File: config.mk
export PLATFORM = sky130hd
export DESIGN_NAME = yuv444_to_422
export DESIGN_NICKNAME = d
export VERILOG_FILES = /design/src/rtl/yuv444_to_422_pkg.sv /design/src/rtl/yuv444_to_422_chroma_avg.sv /design/src/rtl/yuv444_to_422.sv
export SDC_FILE = /design/constraint.sdc
export NUM_CORES = 1
export LEC_CHECK = 0
export ABC_AREA = 1
export CAP_MARGIN = 20
export CELL_PAD_IN_SITES_DETAIL_PLACEMENT = 1
export CELL_PAD_IN_SITES_GLOBAL_PLACEMENT = 2
export CORE_MARGIN = 8
export CORE_UTILIZATION = 24
export CTS_CLUSTER_SIZE = 40
export DETAILED_ROUTE_END_ITERATION = 10
export PLACE_DENSITY_LB_ADDON = 0.12
export REMOVE_ABC_BUFFERS = 1
export SKIP_LAST_GASP = 1
export SYNTH_ARGS = -nofsm -noshare
export SYNTH_HDL_FRONTEND = slang
export SYNTH_HIERARCHICAL = 1
export SYNTH_SLANG_ARGS = --single-unit
File: constraint.sdc
create_clock -name clk -period 3.1 [get_ports clk]
set_clock_uncertainty 0.2 [all_clocks]
set_input_delay 0.93 -clock clk [delete_from_list [all_inputs] [get_ports clk]]
set_output_delay 0.93 -clock clk [all_outputs]
set_load 0.02 [all_outputs]
File: src/rtl/yuv444_to_422_pkg.sv
// Shared beat-type definitions for the YUV 4:4:4 -> 4:2:2 converter.
// Provides DTYPE_WIDTH, the beat-type codes and a small classifier
// that maps a raw dtype field onto the beat kinds the converter cares about.
package yuv444_to_422_pkg;

    localparam int DTYPE_WIDTH = 4;

    typedef enum logic [DTYPE_WIDTH-1:0] {
        DT_OTHER       = 4'd0,
        DT_ROW_START   = 4'd1,
        DT_ROW_END     = 4'd2,
        DT_PIXEL       = 4'd3,
        DT_FRAME_START = 4'd4,
        DT_FRAME_END   = 4'd5
    } dtype_e;

    typedef enum logic [1:0] {
        BK_OTHER     = 2'd0,
        BK_ROW_START = 2'd1,
        BK_ROW_END   = 2'd2,
        BK_PIXEL     = 2'd3
    } beat_kind_e;

    // Any code not explicitly recognised is treated as an opaque "other" beat.
    function automatic beat_kind_e classify(input logic [DTYPE_WIDTH-1:0] dtype);
        beat_kind_e kind;
        kind = BK_OTHER;
        if (dtype == DT_ROW_START)    kind = BK_ROW_START;
        else if (dtype == DT_ROW_END) kind = BK_ROW_END;
        else if (dtype == DT_PIXEL)   kind = BK_PIXEL;
        return kind;
    endfunction

endpackage

File: src/rtl/yuv444_to_422_chroma_avg.sv
// chroma_avg: rounded signed average of two PIXEL_WIDTH two's-complement samples.
// Ports:
//   i_a, i_b : signed samples
//   o_avg    : (i_a + i_b + 1) >>> 1, computed one bit wider so it never overflows
module chroma_avg #(
    parameter int PIXEL_WIDTH = 8
) (
    input  logic signed [PIXEL_WIDTH-1:0] i_a,
    input  logic signed [PIXEL_WIDTH-1:0] i_b,
    output logic signed [PIXEL_WIDTH-1:0] o_avg
);

    function automatic logic signed [PIXEL_WIDTH-1:0] round_avg(
        input logic signed [PIXEL_WIDTH-1:0] a,
        input logic signed [PIXEL_WIDTH-1:0] b
    );
        logic signed [PIXEL_WIDTH:0] sum;
        logic signed [PIXEL_WIDTH:0] half;
        sum  = {a[PIXEL_WIDTH-1], a} + {b[PIXEL_WIDTH-1], b} + {{PIXEL_WIDTH{1'b0}}, 1'b1};
        half = sum >>> 1;
        // The halved sum always lies within the input range, so the top bit is redundant.
        return half[PIXEL_WIDTH-1:0];
    endfunction

    assign o_avg = round_avg(i_a, i_b);

endmodule

File: src/rtl/yuv444_to_422.sv
// yuv444_to_422: converts a 4:4:4 pixel beat stream into 4:2:2 with one cycle latency.
// Even pixels carry averaged U, odd pixels carry averaged V on a single chroma output.
// Ports:
//   clk, reset (sync, active-high), enable (0 = bypass: co carries raw u)
//   dvi/dtypei/meta_datai : upstream beat valid, type, sideband
//   y, u, v               : upstream samples (u, v signed two's complement)
//   dvo/dtypeo/meta_datao : registered beat copies
//   yo, co, csel          : luma, offset-binary chroma, chroma select (0 = U, 1 = V)
//   clr_err, odd_row_err  : sticky odd-pixel-count row error and its clear
module yuv444_to_422
    import yuv444_to_422_pkg::*;
#(
    parameter int PIXEL_WIDTH = 8
) (
    input  logic                          clk,
    input  logic                          reset,
    input  logic                          enable,
    input  logic                          dvi,
    input  logic [DTYPE_WIDTH-1:0]        dtypei,
    input  logic [15:0]                   meta_datai,
    input  logic [PIXEL_WIDTH-1:0]        y,
    input  logic signed [PIXEL_WIDTH-1:0] u,
    input  logic signed [PIXEL_WIDTH-1:0] v,
    output logic                          dvo,
    output logic [DTYPE_WIDTH-1:0]        dtypeo,
    output logic [15:0]                   meta_datao,
    output logic [PIXEL_WIDTH-1:0]        yo,
    output logic [PIXEL_WIDTH-1:0]        co,
    output logic                          csel,
    input  logic                          clr_err,
    output logic                          odd_row_err
);

    // Adding 2^(W-1) to a W-bit two's-complement value is the same as flipping its MSB.
    localparam logic [PIXEL_WIDTH-1:0] C_CHROMA_OFFSET = {1'b1, {(PIXEL_WIDTH-1){1'b0}}};

    beat_kind_e                   w_kind;
    logic                         w_err_set;
    logic signed [PIXEL_WIDTH-1:0] w_avg_a;
    logic signed [PIXEL_WIDTH-1:0] w_avg_b;
    logic signed [PIXEL_WIDTH-1:0] w_avg;
    logic [PIXEL_WIDTH-1:0]       w_co;

    logic                         r_phase;
    logic                         r_new_row;
    logic signed [PIXEL_WIDTH-1:0] r_prev_u;
    logic signed [PIXEL_WIDTH-1:0] r_hold_v;

    assign w_kind = classify(dtypei);

    // Even pixel averages U with the previous odd pixel's U (or itself at row start);
    // odd pixel averages V with the V latched from its even partner.
    always_comb begin
        w_avg_a = u;
        w_avg_b = r_new_row ? u : r_prev_u;
        if (r_phase) begin
            w_avg_a = v;
            w_avg_b = r_hold_v;
        end
    end

    chroma_avg #(
        .PIXEL_WIDTH(PIXEL_WIDTH)
    ) u_chroma_avg (
        .i_a  (w_avg_a),
        .i_b  (w_avg_b),
        .o_avg(w_avg)
    );

    assign w_co      = $unsigned(w_avg) ^ C_CHROMA_OFFSET;
    assign w_err_set = dvi && (w_kind == BK_ROW_END) && r_phase && enable;

    // Output stage: every beat registers through, pixel beats also refresh yo/co/csel.
    always_ff @(posedge clk) begin
        if (reset) begin
            dvo         <= 1'b0;
            dtypeo      <= '0;
            meta_datao  <= '0;
            yo          <= '0;
            co          <= '0;
            csel        <= 1'b0;
            odd_row_err <= 1'b0;
            r_phase     <= 1'b0;
            r_prev_u    <= '0;
            r_hold_v    <= '0;
            // A reset drops any half-finished pair; the next pixel starts a fresh pair.
            r_new_row   <= 1'b1;
        end else begin
            dvo        <= dvi;
            dtypeo     <= dtypei;
            meta_datao <= meta_datai;

            if (dvi) begin
                case (w_kind)
                    BK_ROW_START: begin
                        r_phase   <= 1'b0;
                        r_new_row <= 1'b1;
                    end
                    BK_ROW_END: begin
                        r_phase <= 1'b0;
                    end
                    BK_PIXEL: begin
                        r_phase   <= ~r_phase;
                        r_new_row <= 1'b0;
                        yo        <= y;
                        if (!r_phase) r_hold_v <= v;
                        else          r_prev_u <= u;
                        if (enable) begin
                            co   <= w_co;
                            csel <= r_phase;
                        end else begin
                            co   <= $unsigned(u);
                            csel <= 1'b0;
                        end
                    end
                    default: ;
                endcase
            end

            // Set has priority over clear.
            if (w_err_set)    odd_row_err <= 1'b1;
            else if (clr_err) odd_row_err <= 1'b0;
        end
    end

endmodule

==> reports/results.tsv, run 1 <==
metric	value	unit
outcome	complete, no violations	
Tightest Hold Check Type	reg2reg	
post-synthesis async set-or-reset flop share	0	
clock tree from TritonCTS	done	
gp weighted congestion	0.7304	
Setup violations, final	0	
max frequency	0.3441	GHz
Worst setup EP type	flip-flop	
required time of the critical path	3.16	ns
RSZ-0062 raised after global routing	true	
Total Nets Final	569	
area of the mapped netlist	2754	um2
number of cells traversed by the worst register-to-register path	13	
Tot Pwr	2.298	mW
total number of vias	2776	
Num CTS Buffers	9	
Lkg Pwr	1.957	nW
max-slew violation count	0	
Routed WL	8814	um
maximum fanout along the worst path	4	
time the final worst path needs with I/O delays and setup	2.906	ns
number of DRC violations after detailed-routing iteration 0	84	
headroom to the max-slew limit	0.6014	
synthesized flop and latch total	57	
number of distinct library cell variants in the gate-level netlist after synthesis	25	
final count of hold timing violations	0	
worst-skew pair later-pin latency	0.33	ns
data arrival time of the critical path	2.97	ns
number of warning messages in the yosys log	6	
Placed Instance Area	3914	um2
antenna viol nets, final	0	
Final Instance Area	4297	um2
max-capacitance violation count	0	
layout cell share with drive strength beyond 1	0.1257	
DRC viols	0	
Peak supply drop	0.2431	mV
power density over the cells	535.0	nW/um2
leftover overflow at the end of global routing	0	
clock tree buffer depth	2	
pin count of the biggest net entering global routing	29	
Via-to-Cell Ratio	4.200	
starting utilization of the core area	0.2433	
reg-to-reg critical path startpoint	r_new_row	
post-synthesis instance total	403	
category of the worst setup path launch point	input port	
Clock Pin Slew Worst Setup and Hold Paths	0.05	ns
startpoint of the worst setup timing path	u[5]	
internal reg-to-reg setup slack	0.53	ns
Core ar.	11320	um2
Post-DP HPWL	6637	um
clock root buffer	clkbuf_16	
antenna violations before repair	1	
count of boundary I/O pins	88	
Register Area	1141	um2
minimum setup slack after placement	-0.2945	ns
number of sinks driven by the clock tree	57	
area of the multi-input gates	1321	um2
path type of the worst setup path	in2reg	
global router's overall resource usage	0.1220	
mean post-synth cell area	6.833	um2
number of global-route vias before repair	2892	
Post-synth EDFFs	0	
slew of the pin with the lowest slew margin	0.5971	ns
final standard cell count with taps included and fillers excluded	661	
post-route setup slack	0.1942	ns
first-pass iteration count of the detailed router	4	
layout overhead on the synthesized area	56.02	%
accumulated negative setup slack	0	ns
first-pass GRT wire length	14390	um
Port-buffer cells	87	
maximum level of the CTS H-tree	3	
final clock period utilization by the worst path	0.9374	
worst stage delay on the critical path	0.49	ns
prevailing post-synth register cell	dfxtp_1	
wire length per cell after detailed routing	13.33	um
most common cell after layout, fill and taps aside	nand2_1	
Die X-Extent	123.1	um
buffers and inverters on the worst path	2	
DIE AREA	15160	um2
y dimension of the die	123.1	um
number of hold buffers added after CTS	0	
cell family contributing the most delay on the critical path	compound AO/OA/AOI/OAI gates	
critical-path cell list	clkdlybuf4s50_1 -> inv_1 -> nand2_1 -> o21ai_0 -> o21ai_0 -> ha_1 -> nand2_1 -> nand2_1 -> a21oi_1 -> nand2_1 -> nand2_1 -> nand2_1 -> o21ai_0 -> nor2_1 -> nor2_1	
filler instances	1424	
placed cell count	642	
worst-path cell with the longest stage delay	clkdlybuf4s50_1	
number of cells on the critical path	15	
crit path to	co[7]	
proportion of synthesized chip area in sequential cells	0.4144	
highest-count cells in the layout ignoring fill and taps	nand2_1, clkdlybuf4s50_1, dfxtp_1, inv_1, nor2_1	
count of standard-cell rows	39	
worst flop-to-flop path endpoint	co[1]	
cell occurring most often along the worst timing path	nand2_1	
-- how the worst min path moves through the flow --
stage,start,cells after the start,to
floorplan,r_prev_u[0],2,r_prev_u[0]
global placement,r_prev_u[2],2,r_prev_u[2]
detailed placement,r_hold_v[6],2,r_hold_v[6]
CTS,r_hold_v[6],2,r_hold_v[6]
global route,r_hold_v[6],2,r_hold_v[6]
finish,r_hold_v[6],2,r_hold_v[6]
-- kinds of logic after synthesis --
family	share of synthesized area
AO/OA/AOI/OAI	0.1159
XOR/XNOR	0.009543
adder cells (fa/ha/maj)	0.03907
buffers and inverters	0.1122
flip-flops	0.4144
AND/OR/NAND/NOR	0.3089
-- where the power goes --
part | internal (mW) | leakage (nW) | switching [mW] | total, mW
Sequential | 0.754 | 0.466 | 0.00927 | 0.763
Clock | 0.785 | 0.170 | 0.364 | 1.15
Combinational | 0.190 | 1.32 | 0.196 | 0.386
Total | 1.73 | 1.96 | 0.569 | 2.30
-- final cells by class --
type / instances / area share
inverter: 59 / 0.05154
clock buffer: 9 / 0.05242
clock inverter: 7 / 0.02737
sequential: 57 / 0.2656
multi-input combinational: 269 / 0.3075
timing repair buffer: 116 / 0.2533
tap: 143 / 0.04164
antenna: 1 / 0.0005824
-- metal layers --
| layer | track usage | vias to the layer above | wire length, um |
|---|---|---|---|
| met5 | 0 | - | 0 |
| met4 | 0.05192 | 0 | 142 |
| met3 | 0.04977 | 10 | 732 |
| met2 | 0.1825 | 66 | 3826 |
| met1 | 0.1516 | 1227 | 4112 |
| li1 | - | 1473 | - |
-- state kept, by name, summed over array words and instances (netlist names), 4 cells and up --
signal	cells
r_hold_v	8
meta_datao	16
yo	8
r_prev_u	8
dtypeo	4
co	8
-- worst register-to-register path, delay by kind of cell (launching register included) --
kind	cells	cell delay [ns]
AOI/OAI and AO/OA	3	0.28
xor gates and xnor gates	1	0.13
and+or+nand+nor	5	0.42
adders and majority gates	1	0.38
buffers and inverters	3	0.38
DFF	1	0.70
-- synth_stat cells (all sizes together) (2+ instances only) --
cell type / number / share of area
xor2: 3 / 0.0095
a21oi: 28 / 0.055
ha: 7 / 0.032
dfxtp: 57 / 0.41
clkbuf: 10 / 0.014
nor2: 45 / 0.073
clkinv: 2 / 0.0027
buf: 8 / 0.018
inv: 57 / 0.078
nand3: 32 / 0.058
o21ai: 32 / 0.058
nand2: 117 / 0.17
-- per-stage QoR --
stage	hold WS, ns	utilization
floorplan	0.2313	-
global placement	0.2463	0.3457
detailed placement	0.2546	0.3457
CTS	0.2632	0.3760
global route	0.2857	0.3795
finish	0.2601	0.3795
-- repair_timing --
item                       in CTS  in global routing
resized for setup               0                 15
setup buffers                   0                  2
setup endpoints to repair       0                  6
(Power assumes the default switching activity.)
==> run 2, diff against run 1 <==
--- a/config.mk
+++ b/config.mk
@@ -13,6 +13,7 @@
 export CORE_UTILIZATION = 24
 export CTS_CLUSTER_SIZE = 40
 export DETAILED_ROUTE_END_ITERATION = 10
+export GPL_TIMING_DRIVEN = 1
 export PLACE_DENSITY_LB_ADDON = 0.12
 export REMOVE_ABC_BUFFERS = 1
 export SKIP_LAST_GASP = 1
==> results of run 2 <==
Final layout, timing and power as in run 1 (identical DEF).
